### src/rtl/fetch_aligner.sv
// Fetch-stage byte aligner: two-line window over the I-cache stream that presents
// the 16 bytes at the fetch EIP and keeps the window filled with sequential lines.
module fetch_aligner #(
    parameter logic [31:0] RESET_EIP = 32'hFFFF_FFF0
) (
    input  logic         clk,
    input  logic         clr,
    output logic         line_req_valid,
    output logic [31:0]  line_req_addr,
    input  logic         line_resp_valid,
    input  logic [127:0] line_resp_data,
    input  logic         redirect_valid,
    input  logic [31:0]  redirect_target,
    input  logic         consume_valid,
    input  logic [3:0]   consume_len,
    output logic [127:0] packet_out,
    output logic         valid_out,
    output logic [31:0]  eip_out
);

    typedef enum logic [1:0] {
        IDLE,
        WAIT,
        DROP
    } req_state_t;

    req_state_t    state;
    logic [31:0]   eip;
    logic [127:0]  lo_data;
    logic [127:0]  hi_data;
    logic          lo_v;
    logic          hi_v;

    logic [3:0]    off;
    logic [6:0]    shamt;
    logic [4:0]    off_sum;
    logic          take;
    logic [27:0]   next_line;

    assign off       = eip[3:0];
    assign shamt     = {off, 3'b000};
    assign off_sum   = {1'b0, off} + {1'b0, consume_len};
    assign take      = consume_valid && valid_out && (consume_len != 4'd0);
    assign next_line = eip[31:4] + 28'd1;

    assign valid_out  = lo_v && ((off == 4'd0) || hi_v);
    assign packet_out = 128'({hi_data, lo_data} >> shamt);
    assign eip_out    = eip;

    // Window, EIP and request FSM. Later non-blocking writes override earlier ones,
    // so the consume shift is naturally ordered before the response write.
    always_ff @(posedge clk or negedge clr) begin
        if (!clr) begin
            state          <= IDLE;
            eip            <= RESET_EIP;
            lo_data        <= '0;
            hi_data        <= '0;
            lo_v           <= 1'b0;
            hi_v           <= 1'b0;
            line_req_valid <= 1'b0;
            line_req_addr  <= {RESET_EIP[31:4], 4'h0};
        end else begin
            line_req_valid <= 1'b0;
            if (redirect_valid) begin
                eip  <= redirect_target;
                lo_v <= 1'b0;
                hi_v <= 1'b0;
                // A response landing with the redirect completes the outstanding request.
                if (state != IDLE) begin
                    state <= line_resp_valid ? IDLE : DROP;
                end
            end else begin
                if (take) begin
                    eip <= eip + 32'(consume_len);
                    if (off_sum[4]) begin
                        lo_data <= hi_data;
                        hi_v    <= 1'b0;
                    end
                end
                case (state)
                    IDLE: begin
                        if (!lo_v) begin
                            line_req_valid <= 1'b1;
                            line_req_addr  <= {eip[31:4], 4'h0};
                            state          <= WAIT;
                        end else if (!hi_v) begin
                            line_req_valid <= 1'b1;
                            line_req_addr  <= {next_line, 4'h0};
                            state          <= WAIT;
                        end
                    end
                    WAIT: begin
                        if (line_resp_valid) begin
                            if (!lo_v) begin
                                lo_data <= line_resp_data;
                                lo_v    <= 1'b1;
                            end else begin
                                hi_data <= line_resp_data;
                                hi_v    <= 1'b1;
                            end
                            state <= IDLE;
                        end
                    end
                    DROP: begin
                        if (line_resp_valid) begin
                            state <= IDLE;
                        end
                    end
                    default: state <= IDLE;
                endcase
            end
        end
    end

endmodule
### config.mk
export PLATFORM = sky130hd
export DESIGN_NAME = fetch_aligner
export DESIGN_NICKNAME = d
export VERILOG_FILES = /design/src/rtl/fetch_aligner.sv
export SDC_FILE = /design/constraint.sdc
export NUM_CORES = 1
export LEC_CHECK = 0
export ABC_CLOCK_PERIOD_IN_PS = 2200
export CAP_MARGIN = 20
export CORE_AREA = 5 5 197 247
export DETAILED_ROUTE_END_ITERATION = 10
export DIE_AREA = 0 0 202 252
export DONT_BUFFER_PORTS = 1
export MAX_ROUTING_LAYER = met4
export PLACE_DENSITY = 0.66
export SKIP_LAST_GASP = 1
export SLEW_MARGIN = 20
export SYNTH_ARGS = -nofsm -noshare
export SYNTH_HDL_FRONTEND = slang
export SYNTH_SLANG_ARGS = --single-unit
### constraint.sdc
create_clock -name clk -period 2.2 [get_ports clk]
set_input_delay 0.44 -clock clk [delete_from_list [all_inputs] [get_ports clk]]
set_output_delay 0.44 -clock clk [all_outputs]
set_load 0.05 [all_outputs]
# After elaboration in Yosys (flattened, before gate mapping)
# Index checks and enable logic that the tools add are counted.
totals:
  inputBits: 169
  wordCells: 64
  out_inout_bits: 194
  reg_bits: 325
classes:
  n_reduce_logical: 16
  mux: 29
  bitwise: 1
  eq_ne: 6
  add_sub_neg: 3
  shifts: 1
ops:
  columns: ["operator", "count"]
  rows:
  - ["$mux 128", 5]
  - ["$shr 256x7->128", 1]
  - ["$mux 32", 4]
  - ["$add 32x4->32", 1]
  - ["$add 28x1->28 const B", 1]
  - ["$mux 1", 13]
  - ["$mux 2", 6]
  - ["$reduce_bool 2->1", 4]
  - ["$reduce_and 3->1", 2]
  - ["$add 4x4->5", 1]
  - ["$logic_not 4->1", 1]
  - ["$ne 4x4->1 const B", 1]
  - ["$pmux 2 s2", 1]
  - ["$reduce_and 4->1", 1]
  - ["$reduce_bool 4->1", 1]
  - ["$logic_and 1x1->1", 3]
  - ["$ne 3x1->1 const B", 1]
  - ["$eq 2x1->1 const B", 1]
  - ["$eq 2x2->1 const B", 1]
  - ["$logic_not 2->1", 1]
  - ["$ne 2x1->1 const B", 1]
  - ["$ne 2x2->1 const B", 1]
  - ["$reduce_and 2->1", 1]
  - ["$reduce_or 2->1", 1]
  - ["other kinds (2)", 2]

# Depth between registers and ports, before layout
# Gate-level depths: netlist of run 1.
depth:
  word_depth: 10
  depth_mapped: 10

# Worst setup path after synthesis of run 1
# Ideal clock, no wire load.
synth_path:
  path_kind: "register to output"
  startpoint: "register eip[1], in the netlist eip_out[1]"
  endpoint: "output port packet_out[2]"
  required_time_ns: 1.760
  arrival_time_ns: 3.131
  n_path_buf: 4
  path_stages_with_launch: 7
  slack_ns: -1.371
  path_cell_list: "dfrtp_1 -> buf_4 -> buf_2 -> buf_2 -> buf_2 -> mux4_2 -> o21ai_0"
synth_between:
  elab_chain_len: 1
synth_rtl:
  columns: ["element", "line", "text"]
  rows:
  - ["from (decl)", "28", "logic [31:0] eip;"]
  - ["from (signal assigned)", "65", "eip <= redirect_target;"]
  - ["from (signal assigned)", "74", "eip <= eip + 32'(consume_len);"]
  - ["$shr 256x7->128", "47", "assign packet_out = 128'({hi_data, lo_data} >> shamt);"]
  - ["to (decl)", "16", "output logic [127:0] packet_out,"]
# Every way passes these cells.

# Worst setup path after layout of run 1
layout_path:
  startpoint: "register eip[0], in the netlist eip_out[0]"
  endpoint: "output port packet_out[83]"
# The elaborated chain is that of the path after synthesis.

==> summary.txt, run 1 <==
Outcome
  – Outcome: finished with violations
  – Failing checks: hold timing, setup timing

Floorplanning
  – Die Area: 50900 sq um
  – Starting Density: 50.6%
  – Io pins: 363
  – FP Rows: 88
  – Die width: 202 um
  – Die Height: 252 um
  – Core box area: 45900 sq um

CTS
  – # H-tree levels: 2
  – # clock sinks: 321
  – CTS max path bufs: 3
  – Worst-path clk slew: 0.06 ns
  – CTS tree: done
  – Post-cts hold buffer count: 15
  – Clk root buf: clkbuf_16
  – Worst-skew pair later-pin latency: 0.57 ns
  – CTS Buf Count: 36

Route
  – Vias per inst: 6.98
  – DR vias: 23413
  – Final WL: 120 mm
  – DRT Pass-1 Iters: 6
  – DRC: 0
  – Post-DR wirelength/cell: 35.8 um
  – DRC marker count from the first detailed-route iteration: 2367
  – Detail Route Antenna Nets: 0

Timing
  – WHS: -0.425 ns
  – RSZ-0062 raised after global routing: true
  – Max frequency: 0.309 GHz
  – Slew @ Worst Pin: 1.23 ns
  – Clk_skew: 0.0221 ns
  – TNS Setup: -208.72 ns
  – Setup violators final: 291
  – Final Slew Violations: 0
  – Tcrit/Tclk final: 147%
  – Min Tclk post-route: 3.23 ns
  – Setup WS post-layout: -1.03 ns
  – Final Hold Fails: 265
  – Slew HR: 17.7%

Synth
  – EDFF count, synth: 0
  – Synthesized area: 23200 sq um
  – Asr flop ratio synth: 100%
  – Syn avg cell area: 10.2 sq um
  – Syn Inst Count: 2275
  – Yosys reg bits: 321
  – Ys flop type: dfrtp_1
  – YS warnings: 0
  – Register area share after synthesis: 34.9%
  – Synth unique cells: 59

Setup path
  – CP endpoint kind: primary output
  – CP Buf/Inv Count: 5
  – Kind of critical path: reg -> out
  – Required time worst endpoint: 1.76 ns
  – Crit path max fanout: 11
  – Largest delay share family, worst path: buffers and inverters
  – Critical-path cell list: buf_12, buf_16, buf_12, buf_4, mux2i_1, a21oi_4, mux2i_4, mux2i_4, buf_12
  – Most used cell, CP: buf_12
  – Slowest Stage Delay on Critical Path: 0.51 ns
  – Critical Path Source Type: flop
  – CP arrival: 2.79 ns
  – Crit-path slowest cell: dfrtp_4

Run
  – Max-cap viol count: 0

GRT
  – Initial antenna violation count: 10
  – Gr usage total: 45.9%
  – First-pass GRT wire length: 166 mm
  – Grt ovf: 0
  – Largest net degree at the start of global routing: 322
  – Number of global-route vias before repair: 23430

Place
  – Port-buffer cells: 0
  – DP Wirelength: 86.4 mm
  – Gpl congestion: 1.05

Pwr
  – PwrDens: 1560 nW/um^2
  – Pleak: 14.3 nW
  – Max VDD drop: 1350 uV

Final layout
  – Nets: 2905
  – Layout cells sized above 1: 56.8%
  – Area growth from synthesis to layout: 55.3%
  – Fillcell total: 2721

Min path
  – HP Class: in -> async
-- what timing repair did --
action / CTS / global route
pin swaps: 95 / 88
cloned: 14 / 11
setup endpoints to repair: 286 / 291
buffers inserted: 55 / 36
endpoints found under the hold margin: 341 / 321
resized for setup: 404 / 225
-- placed cells by master, fill, tap and decap left out, types with 14 or more instances in the layout --
cell / synthesis / layout
a21oi_1: 104 / 36
buf_12: 0 / 160
buf_6: 4 / 62
xnor2_1: 35 / 35
buf_16: 0 / 20
mux2i_1: 251 / 106
o22a_1: 256 / 255
mux2i_4: 0 / 95
clkbuf_16: 0 / 48
nand3_1: 27 / 25
diode_2: 0 / 16
nand2_2: 0 / 74
mux4_2: 104 / 104
nor2_2: 0 / 26
o21ai_0: 96 / 23
nand2_4: 0 / 32
dlygate4sd3_1: 0 / 15
dfstp_2: 56 / 56
buf_4: 26 / 360
mux2_2: 202 / 163
nand2b_1: 15 / 14
nor2_1: 134 / 66
dfrtp_1: 265 / 261
nor2b_1: 21 / 15
a21oi_2: 0 / 23
o21ai_4: 0 / 45
o21ai_1: 8 / 18
a21oi_4: 0 / 45
a31oi_4: 0 / 27
nor2_4: 0 / 42
mux2i_2: 0 / 50
nand2_1: 292 / 185
xor2_1: 17 / 17
o21ai_2: 0 / 18
mux2_4: 0 / 39
-- flip-flops by register name (all words and copies together), names as in the netlist --
signal and flops:
line_req_addr 28, hi_v 1, line_req_valid 1, lo_data 128, lo_v 1, state 2, eip_out 32, hi_data 128
-- power breakdown --
part	internal (mW)	total (mW)	leakage [nW]	switching (mW)
clock network	3.86	6.58	0.611	2.72
logic	16.6	35.4	9.88	18.7
registers	8.75	14.4	3.81	5.66
total	29.3	56.4	14.3	27.1
-- worst register-to-register path: cells and delay by family, from the launching register on --
| family | cells | cell delay, ns |
|---|---|---|
| adder cells (fa/ha/maj) | 2 | 0.52 |
| AO/OA/AOI/OAI | 2 | 0.24 |
| AND/OR/NAND/NOR | 3 | 0.45 |
| flip-flops | 1 | 0.51 |
| buffers and inverters | 7 | 1.05 |
-- Yosys cell counts, drive strengths merged (56+ instances only) --
library cell	number	share of area, %
dfrtp	265	29
mux2	202	9.8
clkbuf	104	1.7
o21ai	104	2.2
nor2	134	2.2
dfstp	56	6.3
o22a	256	9.7
mux2i	251	11
a21oi	104	2.2
buf	121	2.9
mux4	104	10
nand2	292	4.7
-- worst paths after layout --
path | start | end | slack, ns | cells after the start
worst max-delay path | eip_out[0] | packet_out[83] | -1.03 | 9
worst min-delay path | clr | lo_data[83] | -0.43 | 0
worst max register to register | eip_out[0] | lo_data[0] | -0.66 | 14
worst min register to register | hi_data[127] | hi_data[127] | 0.52 | 1
max in group asynchronous | clr | lo_data[59] | 1.62 | 0
min in group clk | redirect_target[8] | eip_out[8] | 0.01 | 2
-- logic make-up after synthesis --
group	after synthesis	synth area share [%]
AOI/OAI and AO/OA	544	16.7
xor gates and xnor gates	52	1.96
adders and majority gates	8	0.463
buffers and inverters	235	4.73
DFF	321	34.9
muxes	557	30.7
other	1	0.0161
and+or+nand+nor	557	10.5
-- metal layers --
| metal | global-route usage (%) | vias to the layer above | share of wire, % |
|---|---|---|---|
| met1 | 49.6 | 11620 | 33 |
| met4 | 33.5 | 0 | 11 |
| li1 | - | 9475 | - |
| met3 | 10.7 | 584 | 9.8 |
| met2 | 74.2 | 1734 | 47 |
| met5 | - | - | 0 |
-- per-stage QoR --
| step | area, sq um | std cells | utilization, % | setup slack [ns] | total power, mW |
|---|---|---|---|---|---|
| floorplan | 25600 | 2278 | - | -0.249 | 29.8 |
| global placement | 30800 | 3169 | 67.1 | -0.588 | 43.7 |
| detailed placement | 30800 | 3169 | 67.1 | -0.566 | 44.3 |
| CTS | 34600 | 3304 | 75.4 | -0.986 | 53.6 |
| global route | 36100 | 3354 | 78.6 | -1.07 | 57.5 |
| finish | 36100 | 3355 | 78.6 | -1.03 | 56.4 |
-- cell type report --
type                            instances  area [sq um]  share of cell area [%]
Sequential cell                       321          8120                    22.5
Inverter                               10          42.5                   0.118
Multi-Input combinational cell       1722         18200                    50.3
Tap cell                              585           732                    2.03
Clock buffer                           48          1020                    2.82
Clock inverter                         16           224                   0.621
Antenna cell                           16          40.0                   0.111
Timing Repair Buffer                  637          7750                    21.5
Power figures use the tool's default switching activity.
==> run 2: changes to the inputs <==
TNS_END_PERCENT = 30   (was unset)
==> run 2 against run 1 <==
Net effect: the run still ends with hold timing, setup timing left; worst setup slack improved by 0.0067 ns; sequential share of layout area rose by 2.4 points; design area fell by 9.7%; die area did not move; critical path type unchanged.
==> summary.txt, run 2 (synthesis results as in run 1) <==
Setup path
  – Required time worst endpoint: 1.76 ns
  – Kind of critical path: reg -> out
  – CP endpoint kind: primary output
  – Reg2reg setup slack: -0.41 ns
  – Critical Path Source Type: flop
  – Crit-path slowest cell: dfrtp_4
  – Reg-to-reg endpoint: lo_data[98]
  – Largest delay share family, worst path: multiplexers
  – Most used cell, CP: mux2_2
  – Critical-path cell list: buf_6, buf_16, mux2_2, mux2_2, mux2_2, nand2_1, o21ai_4, buf_12
  – R2R depth: 10
  – CP Buf/Inv Count: 3
  – Crit path max fanout: 6
  – CP arrival: 2.78 ns
  – Slowest Stage Delay on Critical Path: 0.48 ns
  – FF-to-FF Start: eip_out[0]

Timing
  – Clk_skew: 0.0235 ns
  – Min Tclk post-route: 3.22 ns
  – Slew HR: 38.6%
  – Max frequency: 0.310 GHz
  – Final Hold Fails: 270
  – Final Slew Violations: 0
  – RSZ-0062 raised after global routing: true
  – Setup WS post-layout: -1.02 ns
  – Slew @ Worst Pin: 0.922 ns
  – Setup violators final: 285
  – WHS: -0.434 ns
  – Tcrit/Tclk final: 147%

Route
  – Detail Route Antenna Nets: 0
  – DRT Pass-1 Iters: 5
  – DRC marker count from the first detailed-route iteration: 2345
  – Final WL: 110 mm
  – DR vias: 22165
  – Post-DR wirelength/cell: 34.0 um
  – Vias per inst: 6.83
  – DRC: 0

Final layout
  – Layout cells sized above 1: 47.4%
  – Nets: 2801
  – Area growth from synthesis to layout: 40.3%
  – Most common cell after layout, fill and taps aside: buf_4
  – Fin util: 71.0%
  – Most frequent cells in the layout: buf_4, nand2_1, dfrtp_1, o22a_1, mux2_2

GRT
  – Initial antenna violation count: 6
  – Grt ovf: 0
  – Largest net degree at the start of global routing: 322
  – Gr usage total: 43.0%
  – First-pass GRT wire length: 157 mm
  – Number of global-route vias before repair: 22146

Floorplanning
  – Starting Density: 50.6%
  – Core box area: 45900 sq um
  – Die Area: 50900 sq um
  – Die Height: 252 um
  – Die width: 202 um
  – FP Rows: 88
  – Io pins: 363

Outcome
  – Failing checks: hold timing, setup timing
  – Outcome: finished with violations

CTS
  – # clock sinks: 321
  – Worst-path clk slew: 0.06 ns
  – CTS max path bufs: 3
  – CTS tree: done
  – Post-cts hold buffer count: 20
  – Worst-skew pair later-pin latency: 0.58 ns
  – # H-tree levels: 2
  – Clk root buf: clkbuf_16
  – CTS Buf Count: 38

Place
  – DP Wirelength: 84.1 mm
  – Port-buffer cells: 0
  – Gpl congestion: 1.07

Pwr
  – PwrDens: 1560 nW/um^2
  – Pleak: 13.0 nW
  – Max VDD drop: 1050 uV

Run
  – Max-cap viol count: 0

Min path
  – HP Class: in -> async
-- run 2: changes by cell type in the layout (fill, tap and decap cells not counted), sizes merged --
cell         change
buf            -105
inv              -1
bufinv           -4
dlygate4sd3      +4
clkinvlp         +3
clkinv           -2
clkbuf           +3
diode            -9
-- run 2: per-stage QoR --
stage                     TNS (ns)  power [mW]  instances  cell area (sq um)  setup WS, ns
after floorplan             -55.12        29.5       2278              25400        -0.249
after global placement      -73.05        41.9       3115              29900        -0.464
after detailed placement    -79.96        42.4       3115              29900        -0.478
after CTS                  -159.40        49.4       3215              31800        -0.967
after global routing       -182.15        52.2       3243              32600         -1.03
final                      -159.26        50.9       3244              32600         -1.02
-- run 2: per-layer routing --
layer	routed length [um]	track usage [%]
met3	10500	10.5
met4	8220	24.2
met1	39700	50.4
met5	0	-
met2	51800	68.2
-- run 2: how the worst max path moves through the flow --
stage          cells after the start  startpoint  slack (ns)         endpoint
2_1_floorplan                     10  eip_out[0]       -0.25      lo_data[63]
3_3_place_gp                       7  eip_out[0]       -0.46   packet_out[93]
3_5_place_dp                       8  eip_out[0]       -0.48  packet_out[125]
4_1_cts                            7  eip_out[0]       -0.97    packet_out[4]
5_1_grt                            8  eip_out[0]       -1.03    packet_out[9]
6_report                           8  eip_out[0]       -1.02    packet_out[9]
-- run 2: final cells by class --
cell class / count / area [sq um]
fill: 3330 / 13300
antenna: 7 / 17.5
multi-input combinational: 1722 / 16600
clock inverter: 12 / 110
sequential: 321 / 8120
tap: 585 / 732
timing repair buffer: 531 / 5870
inverter: 10 / 42.5
clock buffer: 56 / 1090
-- run 2: where the power goes --
group / internal, mW / switching [mW] / total [mW]
Combinational: 13.7 / 16.4 / 30.1
Sequential: 8.75 / 5.70 / 14.4
Clock: 3.57 / 2.72 / 6.29
Total: 26.0 / 24.8 / 50.9
-- run 2: worst reg2reg max path, stage by stage (launching register included) --
cell,delay (ns)
dfrtp_4,0.53
buf_4,0.17
ha_1,0.20
fa_1,0.40
nand3_1,0.13
and2_1,0.17
nand2b_4,0.17
buf_12,0.23
buf_4,0.21
o22a_1,0.19
o22a_1,0.15
-- run 2: what timing repair did --
item / 4_1_cts / 5_1_grt
endpoints found under the hold margin: 347 / 283
resized for setup: 81 / 127
endpoints found under the setup margin: 285 / 290
setup buffers: 9 / 17
pin swaps: 14 / 31
cloned: 3 / 7
